<file path="config.mk">
export PLATFORM = sky130hd
export DESIGN_NAME = note_lane_renderer
export DESIGN_NICKNAME = d
export VERILOG_FILES = /design/src/rtl/note_lane_renderer.sv
export SDC_FILE = /design/constraint.sdc
export NUM_CORES = 1
export LEC_CHECK = 0
export BUFFER_PORTS_ARGS = -buffer_cell sky130_fd_sc_hd__buf_2
export CAP_MARGIN = 20
export CORE_UTILIZATION = 30
export CTS_CLUSTER_DIAMETER = 100
export DETAILED_ROUTE_END_ITERATION = 6
export PLACE_DENSITY = 0.58
export SETUP_SLACK_MARGIN = 0.05
export SLEW_MARGIN = 20
export SYNTH_ARGS = -nofsm -noshare
export SYNTH_HDL_FRONTEND = slang
export SYNTH_SLANG_ARGS = --single-unit
</file>
<file path="constraint.sdc">
create_clock -name pixel_clk -period 5.9 [get_ports pixel_clk]
set_clock_uncertainty 0.2 [all_clocks]
set_input_delay 0.59 -clock pixel_clk [delete_from_list [all_inputs] [get_ports pixel_clk]]
set_output_delay 0.59 -clock pixel_clk [all_outputs]
set_load 0.02 [all_outputs]
</file>
<file path="src/rtl/note_lane_renderer.sv">
// Four-lane scrolling note renderer for the 800x600 pixel pipeline: lane occupancy
// shift registers, button hit/miss scoring and registered 12-bit RGB output.
module note_lane_renderer #(
    parameter int unsigned SCROLL_DIV = 4,
    parameter int unsigned LANE_X0    = 200,
    parameter int unsigned LANE_W     = 100,
    parameter int unsigned SLOT_H     = 32,
    parameter int unsigned HITBAR_Y   = 544
) (
    input  logic        pixel_clk,
    input  logic        rst,
    input  logic [10:0] x_crd,
    input  logic [10:0] y_crd,
    input  logic        blank_in,
    input  logic        vsync_in,
    input  logic        note_valid,
    input  logic [1:0]  note_lane,
    input  logic [3:0]  btn,
    output logic [11:0] rgb,
    output logic [15:0] score,
    output logic [15:0] miss_cnt,
    output logic        scroll_tick
);

    localparam int unsigned SLOT_SHIFT = $clog2(SLOT_H);
    localparam logic [10:0] X0         = 11'(LANE_X0);
    localparam logic [10:0] X1         = 11'(LANE_X0 + LANE_W);
    localparam logic [10:0] X2         = 11'(LANE_X0 + 2 * LANE_W);
    localparam logic [10:0] X3         = 11'(LANE_X0 + 3 * LANE_W);
    localparam logic [10:0] X4         = 11'(LANE_X0 + 4 * LANE_W);
    localparam logic [10:0] NOTE_Y_END = 11'(16 * SLOT_H);
    localparam logic [10:0] HB_Y0      = 11'(HITBAR_Y);
    localparam logic [10:0] HB_Y1      = 11'(HITBAR_Y + 16);
    localparam logic [3:0]  DIV_LAST   = 4'(SCROLL_DIV - 1);

    logic             vsync_q;
    logic [3:0]       frame_cnt;
    logic [3:0][15:0] lane;
    logic [3:0][15:0] lane_nxt;
    logic [3:0]       pending;
    logic [3:0]       pending_nxt;
    logic [3:0]       btn_s1;
    logic [3:0]       btn_s2;
    logic [3:0]       btn_prev;

    logic       frame_start;
    logic       shift;
    logic [3:0] slot0;
    logic [3:0] hit_req;
    logic [3:0] hit;
    logic [3:0] miss;
    logic [3:0] note_req;

    function automatic logic [2:0] popcnt4(input logic [3:0] v);
        popcnt4 = 3'(v[0]) + 3'(v[1]) + 3'(v[2]) + 3'(v[3]);
    endfunction

    function automatic logic [15:0] sat_add(input logic [15:0] a, input logic [2:0] b);
        logic [16:0] s;
        s = {1'b0, a} + {14'b0, b};
        sat_add = s[16] ? '1 : s[15:0];
    endfunction

    function automatic logic [11:0] lane_colour(input logic [1:0] l);
        case (l)
            2'd0:    lane_colour = 12'h0F0;
            2'd1:    lane_colour = 12'hF00;
            2'd2:    lane_colour = 12'hFF0;
            default: lane_colour = 12'h00F;
        endcase
    endfunction

    always_comb begin
        frame_start = vsync_q & ~vsync_in;
        shift       = frame_start && (frame_cnt == DIV_LAST);
        for (int unsigned l = 0; l < 4; l++) slot0[l] = lane[l][0];
        hit_req  = btn_s2 & ~btn_prev;
        // Hits are judged on the pre-shift bottom slot, so a hit note never also counts as a miss.
        hit      = hit_req & slot0;
        miss     = shift ? (slot0 & ~hit) : '0;
        note_req = note_valid ? (4'b0001 << note_lane) : '0;
    end

    always_comb begin
        lane_nxt = lane;
        for (int unsigned l = 0; l < 4; l++) begin
            if (shift)
                lane_nxt[l] = {pending[l], lane[l][15:1]};
            else if (hit[l])
                lane_nxt[l][0] = 1'b0;
        end
        pending_nxt = shift ? note_req : (pending | note_req);
    end

    always_ff @(posedge pixel_clk or posedge rst) begin
        if (rst) begin
            vsync_q     <= 1'b0;
            frame_cnt   <= '0;
            lane        <= '0;
            pending     <= '0;
            btn_s1      <= '0;
            btn_s2      <= '0;
            btn_prev    <= '0;
            score       <= '0;
            miss_cnt    <= '0;
            scroll_tick <= 1'b0;
        end else begin
            vsync_q  <= vsync_in;
            btn_s1   <= btn;
            btn_s2   <= btn_s1;
            btn_prev <= btn_s2;
            if (frame_start)
                frame_cnt <= (frame_cnt == DIV_LAST) ? '0 : frame_cnt + 4'd1;
            lane        <= lane_nxt;
            pending     <= pending_nxt;
            score       <= sat_add(score, popcnt4(hit));
            miss_cnt    <= sat_add(miss_cnt, popcnt4(miss));
            scroll_tick <= shift;
        end
    end

    logic        in_lanes;
    logic [1:0]  lane_idx;
    logic [3:0]  slot_idx;
    logic        note_on;
    logic        hitbar_on;
    logic        boundary_on;
    logic [11:0] pix;

    always_comb begin
        in_lanes = (x_crd >= X0) && (x_crd < X4);
        if (x_crd < X1)      lane_idx = 2'd0;
        else if (x_crd < X2) lane_idx = 2'd1;
        else if (x_crd < X3) lane_idx = 2'd2;
        else                 lane_idx = 2'd3;
        // Row from the upper y bits; slot 15 is drawn at the top of the screen.
        slot_idx    = 4'd15 - 4'(y_crd >> SLOT_SHIFT);
        note_on     = in_lanes && (y_crd < NOTE_Y_END) && lane[lane_idx][slot_idx];
        hitbar_on   = in_lanes && (y_crd >= HB_Y0) && (y_crd < HB_Y1);
        boundary_on = (x_crd == X0) || (x_crd == X1) || (x_crd == X2) ||
                      (x_crd == X3) || (x_crd == X4);
        if (blank_in)         pix = 12'h000;
        else if (note_on)     pix = lane_colour(lane_idx);
        else if (hitbar_on)   pix = btn_s2[lane_idx] ? lane_colour(lane_idx) : 12'h888;
        else if (boundary_on) pix = 12'h444;
        else                  pix = 12'h000;
    end

    always_ff @(posedge pixel_clk or posedge rst) begin
        if (rst) rgb <= '0;
        else     rgb <= pix;
    end

endmodule

</file>
== Word-level counts from Yosys, hierarchy flattened ==
Index checks and enable logic that the tools add are counted.
Storage, ports and cells
  flip-flop bits (word level): 130
  output and inout bits: 45
  word-level logic and storage cells: 99
Operators by class
  $add $sub $neg: 10
  $lt $le $gt $ge: 10
  eq/ne operators: 8
  shift-type cells: 1
  muxes and demuxes: 29
  bitwise operators: 8
  reductions and logical operators: 15
Operators with widths (number)
  $mux W12: 4
  $mux W16: 3
  $pmux W12 S3: 1
  $add A16 B3 Y17: 2
  $eq A11 B9 Y1 const B: 3
  $lt A11 B10 Y1 const B: 3
  $lt A11 B9 Y1 const B: 3
  $bmux W16 S2: 1
  $mux W4: 4
  $and A4 B4 Y4: 3
  $eq A11 B10 Y1 const B: 1
  $eq A11 B8 Y1 const B: 1
  $ge A11 B10 Y1 const B: 1
  $ge A11 B8 Y1 const B: 1
  $mux W1: 11
  $mux W11: 1
  $not A4 Y4: 2
  $reduce_bool A2 Y1: 4
  $add A2 B1 Y3: 2
  $add A3 B1 Y3: 2
  $logic_and A1 B1 Y1: 6
  $lt A4 B5 Y1 const B: 1
  $add A1 B1 Y2: 2
  $add A4 B1 Y4 const B: 1
  14 further kinds: 18

== Logic depth before layout (Yosys ltp) ==
Gate-level depths: netlist (run 1).
  depth after elaboration: 11
  gate-level depth with buffers: 18
  depth with buffers taken out: 15

== Worst setup path after synthesis (run 1) ==
No wires, ideal clock.
  path kind: in2reg
  from: in vsync_in
  to: reg miss_cnt[10]
  library setup time: 0.134 ns
  data arrival time: 4.225 ns
  data required time: 5.566 ns
  setup slack: 1.341 ns
  stages: 18
  buffers on the path: 3
  cells stage by stage: nor2b_1 > nand2_1 > or3_1 > clkbuf_1 > inv_2 > clkbuf_1 > nand3_1 > fa_1 > inv_1 > fa_1 > fa_1 > and3_1 > nand3_1 > nor2_1 > nand3_1 > or2_2 > clkbuf_1 > nand2_1
On the way
  cells in the longest elaborated chain, start to end: 9
Ends and longest elaborated chain
  start, declared: line 15  | input logic vsync_in,
  $not A1 Y1 *: line 74  | frame_start = vsync_q & ~vsync_in;
  $and A1 B1 Y1 *: line 74
  $logic_and A1 B1 Y1 *: line 75  | shift = frame_start && (frame_cnt == DIV_LAST);
  net shift: line 47  | logic shift;
  $mux W4 *: line 80  | miss = shift ? (slot0 & ~hit) : '0;
  $add A1 B1 Y2: line 55  | popcnt4 = 3'(v[0]) + 3'(v[1]) + 3'(v[2]) + 3'(v[3]);
  $add A2 B1 Y3: line 55
  $add A3 B1 Y3 *: line 55
  $add A16 B3 Y17 *: line 60  | s = {1'b0, a} + {14'b0, b};
  $mux W16 *: line 61  | sat_add = s[16] ? '1 : s[15:0];
  end signal, assigned: line 117  | miss_cnt <= sat_add(miss_cnt, popcnt4(miss));
  end, declared: line 21  | output logic [15:0] miss_cnt,
Mark *: on every way through the listed nets, which the timed path passes. The rest lies on a longest branch.
A chain may end at the register's enable or synchronous reset.

== Final worst setup path (run 1) ==
  from: reg vsync_q
  to: reg miss_cnt[13]
On the way
  cells in the longest elaborated chain, start to end: 8
Ends and longest elaborated chain
  start, declared: line 36  | logic vsync_q;
  start signal, assigned: line 108  | vsync_q <= vsync_in;
  $and A1 B1 Y1 *: line 74
  $logic_and A1 B1 Y1 *: line 75
  $mux W4 *: line 80
  $add A1 B1 Y2: line 55
  $add A2 B1 Y3: line 55
  $add A3 B1 Y3 *: line 55
  $add A16 B3 Y17 *: line 60
  $mux W16 *: line 61
Mark *: on every way between the ends. The rest lies on a longest branch, timed or not.

==> impl_metrics.csv, run 1 <==
group,metric,value,unit
status,outcome,"finished, final reports clean",
synthesis,ys.flop_type,"sky130_fd_sc_hd__dfrtp_1",
global_routing,grt_max_degree,80,
floorplan,die_h,145,microns
synthesis,synth.most_common_cell,"sky130_fd_sc_hd__nand2_1",
setup_path,slowest_cell_on_the_critical_path,"sky130_fd_sc_hd__fa_1",
synthesis,synth_warnings,0,
clocking,root_driver,"sky130_fd_sc_hd__clkbuf_16",
clocking,post_cts_buffers,0,
synthesis,yosys_register_bits,127,
clocking,cts_hold_buf,0,
place,placed_cell_area,0.00676,sq mm
setup_path,setup.worst_path.end_class,"register",
clocking,clock_tree_from_tritoncts,"built",
pwr,vdd.ir_drop.worst,0.202,mV
routing,route.vias.total,4854,
clocking,clock_latency_at_the_later_pin_of_the_worst_skew_pair,0.42,ns
pwr,p_comb_share,12.0,%
setup_path,path_delay_family,"simple AND/OR/NAND/NOR gates",
clocking,cts_inserted_buffers,17,
floorplan,design.core.area,0.0202,sq mm
clocking,cts_repair_resize_count,0,
pwr,clock_power_share,44.1,%
synthesis,synth_compound_gate_area_share,10.6,%
floorplan,fp-row-count,52,
synthesis,postSynth.asyncResetShare,100,%
global_routing,grt_pass1_vias,4638,
place,routabilityCongestion,0.812,
routing,vias_per_cell,4.79,
routing,drt-wirelength-per-cell,14.0,microns
synthesis,syn_area,0.00616,sq mm
sta,holdWs,0.0718,ns
synthesis,leading_cell_types_by_count_after_synthesis,"sky130_fd_sc_hd__nand2_1, sky130_fd_sc_hd__dfrtp_1, sky130_fd_sc_hd__nand3_1",
synthesis,number_of_library_cell_types_mapped_by_synthesis,67,
sta,setup_viol_count_final,0,
sta,hold_violations,0,
setup_path,required,5.99,ns
place,detailed_place_hpwl,9.50,mm
cells_and_area,antenna_cells,0,
cells_and_area,final_layout_size_suffix_gt1_share,18.8,%
setup_path,worst-path-max-fanout,13,
synthesis,syn_area_per_cell,9.27,sq um
pwr,cellPowerDensity,325,mW/mm^2
synthesis,post_synth_inst_count,664,
synthesis,synth_top_family_by_area,"simple AND/OR/NAND/NOR gates",
setup_path,path_buf_inv,2,
synthesis,yosys.area.top_type_share,51.6,%
synthesis,yosys.area_share.simple,24.3,%
cells_and_area,finish.net_count,774,
synthesis,synth_xor_xnor_area_share,3.13,%
sta,maxClockFrequency,0.242,GHz
routing,drt_pass1_iterations,7,
routing,detail-route-antenna-nets,0,
run,max_cap_viol_count,0,
floorplan,die_w,145,microns
routing,wirelength,14.2,mm
pwr,power_frac_seq,43.9,%
setup_path,timing.setup.critical_path_class,"register to register",
pwr,power_report.internal_total,1.71,mW
routing,drt_iter0_drc,304,
global_routing,antenna_violations_before_repair,0,
pwr,cellLeakagePower,3.75,nW
setup_path,timing.critical_path.arrival,4.22,ns
pwr,power.share.switching,28.4,%
setup_path,worstPathCellList,"nor2b_1 > nand2_1 > or3_2 > inv_2 > nand3_1 > fa_1 > inv_1 > fa_1 > fa_1 > and3_1 > nand3_1 > nor2_1 > nand3_1 > or2_2 > o21ai_0",
cells_and_area,layout.cells.non_filler,1014,
pwr,total_switching_power,0.679,mW
min_path,hp-class,"input pin to register",
clocking,clk_path_buf_depth,2,
synthesis,synth_top_cell_by_area,"sky130_fd_sc_hd__dfrtp_1",
clocking,numClockSinks,127,
synthesis,synth_fa_ha_area_share,2.76,%
synthesis,synth.area.top_cells,"sky130_fd_sc_hd__dfrtp_1, sky130_fd_sc_hd__nand2_1, sky130_fd_sc_hd__nand3_1",
synthesis,proportion_of_synthesized_area_in_mux_cells,4.00,%
synthesis,synth_edf_count,0,
synthesis,seq_area_frac_synth,51.6,%
sta,min_period,4.13,ns
floorplan,num_io_pins,78,
synthesis,syn-num-nets,707,
routing,drcViolationCount,0,
place,dpl_worst_slack,1.37,ns
global_routing,globalRoute.totalOverflow,0,
sta,tns,0,ns
global_routing,grtUsageTotal,14.4,%
floorplan,initial_core_util,30.5,%
cells_and_area,postLayoutCellArea,0.00736,sq mm
sta,finalMaxSlewViolations,0,
setup_path,worstSetupStartpointType,"register",
clocking,htree_num_levels,4,
sta,rsz_0062_raised_after_global_routing,"false",
global_routing,grt_first_pass_wirelength,24.0,mm
sta,timing_worst_slew_pin_value,1.00,ns
cells_and_area,area_growth_syn_to_layout,19.5,%
place,io_buffers,73,
setup_path,biggest_cell_delay_along_the_critical_path,0.51,ns
sta,timing.max_slew.rel_slack,32.9,%
clocking,cts.reportedPaths.clkPinSlew,0.06,ns
sta,final_min_period_over_clock_period,70.0,%
sta,timing.final.ws_setup,1.77,ns
floorplan,die-area,0.0211,sq mm
cells_and_area,final_core_util,36.5,%
pwr,report.power.total,2.39,mW
place,placed_instances,982,
-- routing by layer --
layer / track usage (%) / vias to the layer above / wire (microns)
li1: - / 2381 / -
met1: 20.2 / 2328 / 7030
met2: 20.9 / 128 / 6270
met3: 4.21 / 17 / 719
met4: 5.05 / 0 / 197
met5: 0 / - / 0
-- worst reg2reg max path, stage by stage (launching register included) --
cell                      delay (ns)
sky130_fd_sc_hd__dfrtp_1        0.33
sky130_fd_sc_hd__nor2b_1        0.28
sky130_fd_sc_hd__nand2_1        0.14
sky130_fd_sc_hd__or3_2          0.46
sky130_fd_sc_hd__inv_2          0.09
sky130_fd_sc_hd__nand3_1        0.10
sky130_fd_sc_hd__fa_1           0.51
sky130_fd_sc_hd__inv_1          0.05
sky130_fd_sc_hd__fa_1           0.46
sky130_fd_sc_hd__fa_1           0.44
sky130_fd_sc_hd__and3_1         0.22
sky130_fd_sc_hd__nand3_1        0.11
sky130_fd_sc_hd__nor2_1         0.08
sky130_fd_sc_hd__nand3_1        0.12
sky130_fd_sc_hd__or2_2          0.28
sky130_fd_sc_hd__o21ai_0        0.12
-- final cells by class --
class                           instances  area [sq um]
Fill cell                            2090         12800
Clock buffer                           18           439
Sequential cell                       127          3180
Timing Repair Buffer                   79           410
Multi-Input combinational cell        487          2760
Clock inverter                         14           158
Inverter                               19          73.8
Tap cell                              270           338
-- state kept, by name (all words and copies together), names as in the netlist --
register	count
rgb	9
btn_s1	4
frame_cnt	4
vsync_q	1
btn_s2	4
score	16
lane	64
btn_prev	4
miss_cnt	16
pending	4
scroll_tick	1
-- power groups by stage --
| stage | combinational, mW | clock (mW) | sequential, mW |
|---|---|---|---|
| floorplan | 0.197 | 0 | 1.05 |
| global placement | 0.283 | 0 | 1.06 |
| detailed placement | 0.288 | 0 | 1.07 |
| CTS | 0.290 | 1.08 | 1.05 |
| global route | 0.330 | 1.12 | 1.06 |
| finish | 0.285 | 1.05 | 1.05 |
-- layout by cell type (no fill, tap or decap), types with 3 or more instances in the layout --
cell and instances:
sky130_fd_sc_hd__nor2_1 26, sky130_fd_sc_hd__nand2_1 235, sky130_fd_sc_hd__nand4_1 7, sky130_fd_sc_hd__clkinv_4 4, sky130_fd_sc_hd__fa_1 6, sky130_fd_sc_hd__mux2_2 8, sky130_fd_sc_hd__o311ai_0 4, sky130_fd_sc_hd__nand2b_1 9
sky130_fd_sc_hd__nand3b_1 4, sky130_fd_sc_hd__nor2b_1 4, sky130_fd_sc_hd__and2_1 3, sky130_fd_sc_hd__xnor2_1 14, sky130_fd_sc_hd__nand3_1 28, sky130_fd_sc_hd__xor2_1 8, sky130_fd_sc_hd__a2111oi_0 4, sky130_fd_sc_hd__a211oi_1 8
sky130_fd_sc_hd__o21ai_0 20, sky130_fd_sc_hd__a31oi_1 4, sky130_fd_sc_hd__and3_1 14, sky130_fd_sc_hd__buf_4 6, sky130_fd_sc_hd__inv_1 15, sky130_fd_sc_hd__mux2i_1 10, sky130_fd_sc_hd__ha_1 4, sky130_fd_sc_hd__inv_2 3
sky130_fd_sc_hd__buf_2 73, sky130_fd_sc_hd__nor3_1 5, sky130_fd_sc_hd__clkbuf_16 17, sky130_fd_sc_hd__dfrtp_1 127, sky130_fd_sc_hd__or2_2 4, sky130_fd_sc_hd__a21oi_1 11, sky130_fd_sc_hd__inv_6 3
-- final timing paths --
kind	slack (ns)	to	cells past startpoint	start
min in group asynchronous	0.21	pending[0]	2	rst
setup / recovery	1.77	miss_cnt[13]	15	vsync_q
max in group asynchronous	4.09	rgb[9]	3	rst
hold / removal	0.07	btn_s1[2]	1	btn[2]
hold reg to reg	0.15	btn_s2[2]	0	btn_s1[2]
setup reg to reg	1.77	miss_cnt[13]	15	vsync_q
-- cell families (layout without fill, tap and decap cells) --
family | count (synthesis) | after routing
simple gates | 347 | 347
flops | 127 | 127
compound gates | 87 | 87
buf+inv | 50 | 130
xor+xnor | 22 | 22
mux | 21 | 21
fa+ha+maj | 10 | 10
Note: power is estimated with default switching activity, not from simulation.
==> inputs of run 2 (changes only) <==
Settings changed: PLACE_DENSITY 0.58 to 0.6.
Clock period 5.9 ns to 3.6 ns, I/O delays scaled along.
==> run 2 against run 1 <==
Wire length grew 1.2%. Die area is the same. Setup slack worse by 1.6 ns. Worst hold slack got worse by 0.051 ns. Clock-buffer cell count is 1 lower. Sequential power increased by 63%. Critical path depth is 1 lower. Largest cell class unchanged. Largest power group unchanged. Highest routed layer unchanged.
==> impl_metrics.csv, run 2 (synthesized netlist as in run 1, its figures left out) <==
group,metric,value,unit
cells_and_area,area_growth_syn_to_layout,24.9,%
setup_path,r2r_slack,0.17,ns
pwr,power_report.internal_total,2.78,mW
routing,drcViolationCount,0,
routing,vias_per_cell,4.72,
sta,timing.max_slew.rel_slack,37.3,%
status,outcome,"finished, final reports clean",
clocking,htree_num_levels,4,
min_path,min_delay_path_depth,2,
setup_path,path_delay_family,"adder cells",
cells_and_area,fillerInstances,2025,
run,max_cap_viol_count,0,
floorplan,initial_core_util,30.5,%
pwr,clock_power_share,43.2,%
sta,timing.final.ws_setup,0.169,ns
clocking,clk_path_buf_depth,2,
pwr,cellPowerDensity,513,mW/mm^2
pwr,total_switching_power,1.17,mW
sta,holdWs,0.0203,ns
cells_and_area,postLayoutCellArea,0.00769,sq mm
sta,setup_viol_count_final,0,
routing,route.vias.total,4931,
sta,timing_worst_slew_pin_value,0.939,ns
setup_path,timing.critical_path.mode_cell,"sky130_fd_sc_hd__fa_2",
place,detailed_place_hpwl,9.59,mm
cells_and_area,multi_input_area,0.00283,sq mm
place,routabilityCongestion,0.818,
routing,wirelength,14.4,mm
routing,detail-route-antenna-nets,0,
setup_path,worst-path-max-fanout,3,
sta,finalMaxSlewViolations,0,
floorplan,die_w,145,microns
routing,drt_pass1_iterations,5,
place,io_buffers,73,
cells_and_area,largest_register,"lane",
pwr,report.power.total,3.94,mW
routing,drt-wirelength-per-cell,13.8,microns
global_routing,grtUsageTotal,14.6,%
cells_and_area,layout.area.seq,0.00318,sq mm
global_routing,globalRoute.totalOverflow,0,
sta,hold_violations,0,
clocking,root_driver,"sky130_fd_sc_hd__clkbuf_16",
cells_and_area,antenna_cells,0,
setup_path,slowest_cell_on_the_critical_path,"sky130_fd_sc_hd__fa_1",
setup_path,setup.worst_path.end_class,"register",
min_path,hold_end,"pending[3]",
global_routing,grt_max_degree,69,
global_routing,grt_first_pass_wirelength,24.8,mm
pwr,power_frac_seq,43.4,%
setup_path,reg2reg_end,"miss_cnt[10]",
setup_path,required,3.71,ns
pwr,power.share.switching,29.6,%
setup_path,timing.critical_path.arrival,3.54,ns
min_path,hold_path_startpoint,"note_lane[1]",
cells_and_area,final_common_cell,"sky130_fd_sc_hd__nand2_1",
place,placed_cell_area,0.00697,sq mm
floorplan,die_h,145,microns
cells_and_area,final_core_util,38.1,%
cells_and_area,finish.net_count,804,
cells_and_area,layout.cells.non_filler,1044,
global_routing,grt_pass1_vias,4797,
pwr,cellLeakagePower,3.89,nW
cells_and_area,final_layout_size_suffix_gt1_share,22.5,%
place,dpl_worst_slack,-0.0659,ns
place,placed_instances,1000,
setup_path,biggest_cell_delay_along_the_critical_path,0.51,ns
routing,drt_iter0_drc,315,
clocking,cts_inserted_buffers,17,
cells_and_area,regs_by_ff_count,"lane (64), miss_cnt (16), score (16)",
floorplan,fp-row-count,52,
min_path,hp-class,"input pin to register",
sta,maxClockFrequency,0.291,GHz
clocking,cts.reportedPaths.clkPinSlew,0.06,ns
sta,tns,0,ns
global_routing,antenna_violations_before_repair,0,
sta,min_period,3.43,ns
setup_path,path_buf_inv,2,
setup_path,worst_r2r_path_depth,14,
floorplan,die-area,0.0211,sq mm
cells_and_area,mostFrequentLayoutCells,"sky130_fd_sc_hd__nand2_1, sky130_fd_sc_hd__dfrtp_1, sky130_fd_sc_hd__buf_2",
setup_path,worstPathCellList,"ha_2 > nand2_2 > or3_4 > inv_4 > nand3_2 > fa_1 > inv_1 > fa_2 > fa_2 > and3_4 > and3_1 > nand3_1 > xor2_1 > nand2_1",
setup_path,worst_r2r_start,"frame_cnt[1]",
pwr,p_comb_share,13.3,%
cells_and_area,largest_register_ffs,64,
pwr,vdd.ir_drop.worst,0.466,mV
clocking,clock_tree_from_tritoncts,"built",
floorplan,design.core.area,0.0202,sq mm
clocking,numClockSinks,127,
sta,rsz_0062_raised_after_global_routing,"true",
sta,final_min_period_over_clock_period,95.3,%
setup_path,timing.setup.critical_path_class,"register to register",
floorplan,num_io_pins,78,
setup_path,worstSetupStartpointType,"register",
clocking,clock_latency_at_the_later_pin_of_the_worst_skew_pair,0.42,ns
==> run 2: worst reg2reg max path, stage by stage, from the launching register on <==
cell and delay [ns]:
sky130_fd_sc_hd__dfrtp_1 0.36, sky130_fd_sc_hd__ha_2 0.18, sky130_fd_sc_hd__nand2_2 0.06, sky130_fd_sc_hd__or3_4 0.35, sky130_fd_sc_hd__inv_4 0.08, sky130_fd_sc_hd__nand3_2 0.08
sky130_fd_sc_hd__fa_1 0.51, sky130_fd_sc_hd__inv_1 0.06, sky130_fd_sc_hd__fa_2 0.41, sky130_fd_sc_hd__fa_2 0.35, sky130_fd_sc_hd__and3_4 0.19, sky130_fd_sc_hd__and3_1 0.20
sky130_fd_sc_hd__nand3_1 0.10, sky130_fd_sc_hd__xor2_1 0.15, sky130_fd_sc_hd__nand2_1 0.06
==> run 2: worst max-delay path by stage <==
| stage | startpoint | endpoint | depth (start not counted) | slack [ns] |
|---|---|---|---|---|
| final | frame_cnt[1] | miss_cnt[10] | 14 | 0.17 |
| after global placement | vsync_in | miss_cnt[13] | 16 | -0.04 |
| after floorplan | frame_cnt[0] | miss_cnt[7] | 18 | -0.08 |
| after CTS | frame_cnt[1] | miss_cnt[10] | 14 | 0.07 |
| after detailed placement | vsync_in | miss_cnt[13] | 16 | -0.07 |
| after global routing | frame_cnt[1] | miss_cnt[14] | 16 | 0.03 |
==> run 2: repair_timing <==
item,CTS,global route
hold buffers,8,0
pin swaps,1,4
buffers inserted,1,2
cloned,1,0
hold endpoints to repair,50,0
gates resized for setup,1,4
setup endpoints to repair,13,29
==> run 2: per-layer routing <==
layer | part of all wire, % | GRT usage, %
met1 | 50 | 20.7
met2 | 44 | 21.3
met3 | 5.2 | 4.28
met4 | 1.1 | 4.42
met5 | 0 | 0
==> run 2: area by class of cell <==
class	count	area share [%]
tap	270	4.39
inverter	19	1.01
clock buffer	17	5.53
sequential	127	41.3
timing repair buffer	108	8.75
multi-input combinational	488	36.8
clock inverter	15	2.21
==> run 2: power by group through the flow <==
stage	sequential [mW]	combinational (mW)	clock, mW
2_1_floorplan	1.73	0.330	0
3_3_place_gp	1.74	0.491	0
3_5_place_dp	1.74	0.502	0
4_1_cts	1.71	0.524	1.75
5_1_grt	1.74	0.601	1.81
6_report	1.71	0.526	1.71
==> inputs of run 3 (changes only) <==
Settings changed: CORE_ASPECT_RATIO set to 2, TNS_END_PERCENT set to 100.
==> run 3 against run 2 <==
First-iteration DRC count fell by 24%. Core utilization up 0.92 points. Largest power group is now the clock network. Highest routed layer unchanged. Sequential cell count did not move. Via count increased by 2.4%. Cell count did not move. Clock-buffer cell count grew 2. Critical path depth is the same. Setup slack improved by 0.040 ns.
==> impl_metrics.csv, run 3 (synthesized netlist as in run 1, its figures left out) <==
group,metric,value,unit
sta,setup_viol_count_final,0,
routing,drt-wirelength-per-cell,14.8,microns
sta,timing.max_slew.rel_slack,53.3,%
setup_path,required,3.70,ns
setup_path,timing.critical_path.arrival,3.49,ns
pwr,vdd.ir_drop.worst,0.325,mV
setup_path,r2r_slack,0.21,ns
clocking,cts_inserted_buffers,17,
routing,drt_iter0_drc,239,
setup_path,timing.setup.critical_path_class,"register to register",
cells_and_area,antenna_cells,0,
routing,vias_per_cell,4.84,
cells_and_area,finish.net_count,812,
setup_path,setup.worst_path.end_class,"register",
sta,final_min_period_over_clock_period,94.2,%
clocking,root_driver,"sky130_fd_sc_hd__clkbuf_16",
status,outcome,"finished, final reports clean",
floorplan,die-area,0.0211,sq mm
global_routing,grt_pass1_vias,4989,
cells_and_area,mostFrequentLayoutCells,"sky130_fd_sc_hd__nand2_1, sky130_fd_sc_hd__dfrtp_1, sky130_fd_sc_hd__buf_2",
sta,rsz_0062_raised_after_global_routing,"false",
clocking,numClockSinks,127,
setup_path,timing.critical_path.from,"frame_cnt[1]",
routing,drcViolationCount,0,
min_path,hold_path_startpoint,"note_lane[1]",
routing,wirelength,15.5,mm
setup_path,worst_r2r_start,"frame_cnt[1]",
routing,detail-route-antenna-nets,0,
cells_and_area,layout.area.seq,0.00318,sq mm
floorplan,initial_core_util,30.8,%
cells_and_area,area_growth_syn_to_layout,26.8,%
setup_path,worst-path-max-fanout,4,
floorplan,die_w,103,microns
min_path,hp-class,"input pin to register",
global_routing,grt_first_pass_wirelength,25.3,mm
clocking,htree_num_levels,4,
floorplan,fp-row-count,73,
place,routabilityCongestion,0.872,
place,detailed_place_hpwl,10.8,mm
cells_and_area,fillerInstances,2038,
setup_path,slowest_cell_on_the_critical_path,"sky130_fd_sc_hd__fa_1",
floorplan,num_io_pins,78,
routing,route.vias.total,5048,
sta,maxClockFrequency,0.295,GHz
place,dpl_worst_slack,-0.0886,ns
run,max_cap_viol_count,0,
sta,finalMaxSlewViolations,0,
cells_and_area,final_layout_size_suffix_gt1_share,23.5,%
floorplan,die_h,205,microns
setup_path,biggest_cell_delay_along_the_critical_path,0.51,ns
global_routing,grt_max_degree,69,
pwr,cellPowerDensity,534,mW/mm^2
setup_path,worstSetupStartpointType,"register",
clocking,clock_tree_from_tritoncts,"built",
cells_and_area,regs_by_ff_count,"lane (64), miss_cnt (16), score (16)",
cells_and_area,largest_register_ffs,64,
floorplan,design.core.area,0.0200,sq mm
place,io_buffers,73,
sta,timing_worst_slew_pin_value,0.700,ns
clocking,clock_latency_at_the_later_pin_of_the_worst_skew_pair,0.42,ns
clocking,clk_path_buf_depth,2,
cells_and_area,largest_register,"lane",
cells_and_area,final_common_cell,"sky130_fd_sc_hd__nand2_1",
sta,min_period,3.39,ns
global_routing,grtUsageTotal,15.8,%
pwr,cellLeakagePower,3.95,nW
cells_and_area,final_core_util,39.1,%
routing,drt_pass1_iterations,4,
sta,timing.final.ws_setup,0.209,ns
clocking,cts.reportedPaths.clkPinSlew,0.06,ns
cells_and_area,multi_input_area,0.00284,sq mm
global_routing,globalRoute.totalOverflow,0,
global_routing,antenna_violations_before_repair,0,
setup_path,worstPathCellList,"ha_2 > nand2_2 > or3_4 > inv_4 > nand3_2 > fa_1 > inv_1 > fa_2 > fa_2 > and3_4 > and3_4 > nand3_1 > xor2_1 > nand2_1",
sta,hold_violations,0,
## run 3: through the flow
stage	TNS [ns]	hold WS (ns)	instances	instance area [sq um]	power [mW]
2_1_floorplan	-0.825	0.131	664	6230	2.06
3_3_place_gp	-0.164	0.133	1000	7020	2.26
3_5_place_dp	-0.611	0.135	1000	7020	2.28
4_1_cts	0	0.0173	1043	7780	4.23
5_1_grt	0	0.0461	1044	7810	4.37
6_report	0	0.0294	1044	7810	4.17
## run 3: report_power, final
| group | leakage, nW | internal (mW) | switching [mW] |
|---|---|---|---|
| Clock | 0.306 | 1.25 | 0.643 |
| Sequential | 1.70 | 1.59 | 0.142 |
| Combinational | 1.95 | 0.225 | 0.324 |
| Total | 3.95 | 3.06 | 1.11 |
## run 3: layer usage
layer,vias to the layer above,GRT usage [%],part of all wire (%)
met5,-,0,0
met4,0,8.90,4.0
met3,33,2.46,3.1
met2,112,28.4,54
met1,2449,17.3,39
li1,2454,-,-
## run 3: worst max-delay path: cells and delay by family (launching register included)
| family | cells | cell delay [ns] |
|---|---|---|
| XOR/XNOR | 1 | 0.17 |
| flip-flops | 1 | 0.35 |
| adder cells (fa/ha/maj) | 4 | 1.39 |
| buffers and inverters | 2 | 0.13 |
| AND/OR/NAND/NOR | 7 | 1.02 |
## run 3: cell type report
class | instances | share of cell area, %
multi-input combinational | 488 | 36.4
tap | 262 | 4.20
timing repair buffer | 116 | 9.39
sequential | 127 | 40.7
clock buffer | 19 | 5.67
clock inverter | 13 | 2.71
inverter | 19 | 0.993
## run 3: path summary, 6_finish.rpt
kind	end	depth (start not counted)
max	miss_cnt[10]	14
min	pending[3]	2
max reg2reg	miss_cnt[10]	14
min reg2reg	btn_s2[0]	0
max in group asynchronous	lane[6]	4
min in group asynchronous	lane[62]	3
## run 3: repair_timing
item,CTS,global route
hold buffers,8,0
resized for setup,2,7
buffers inserted,2,1
setup endpoints to repair,13,29
pin swaps,4,2
endpoints found under the hold margin,37,0
gates cloned,1,0
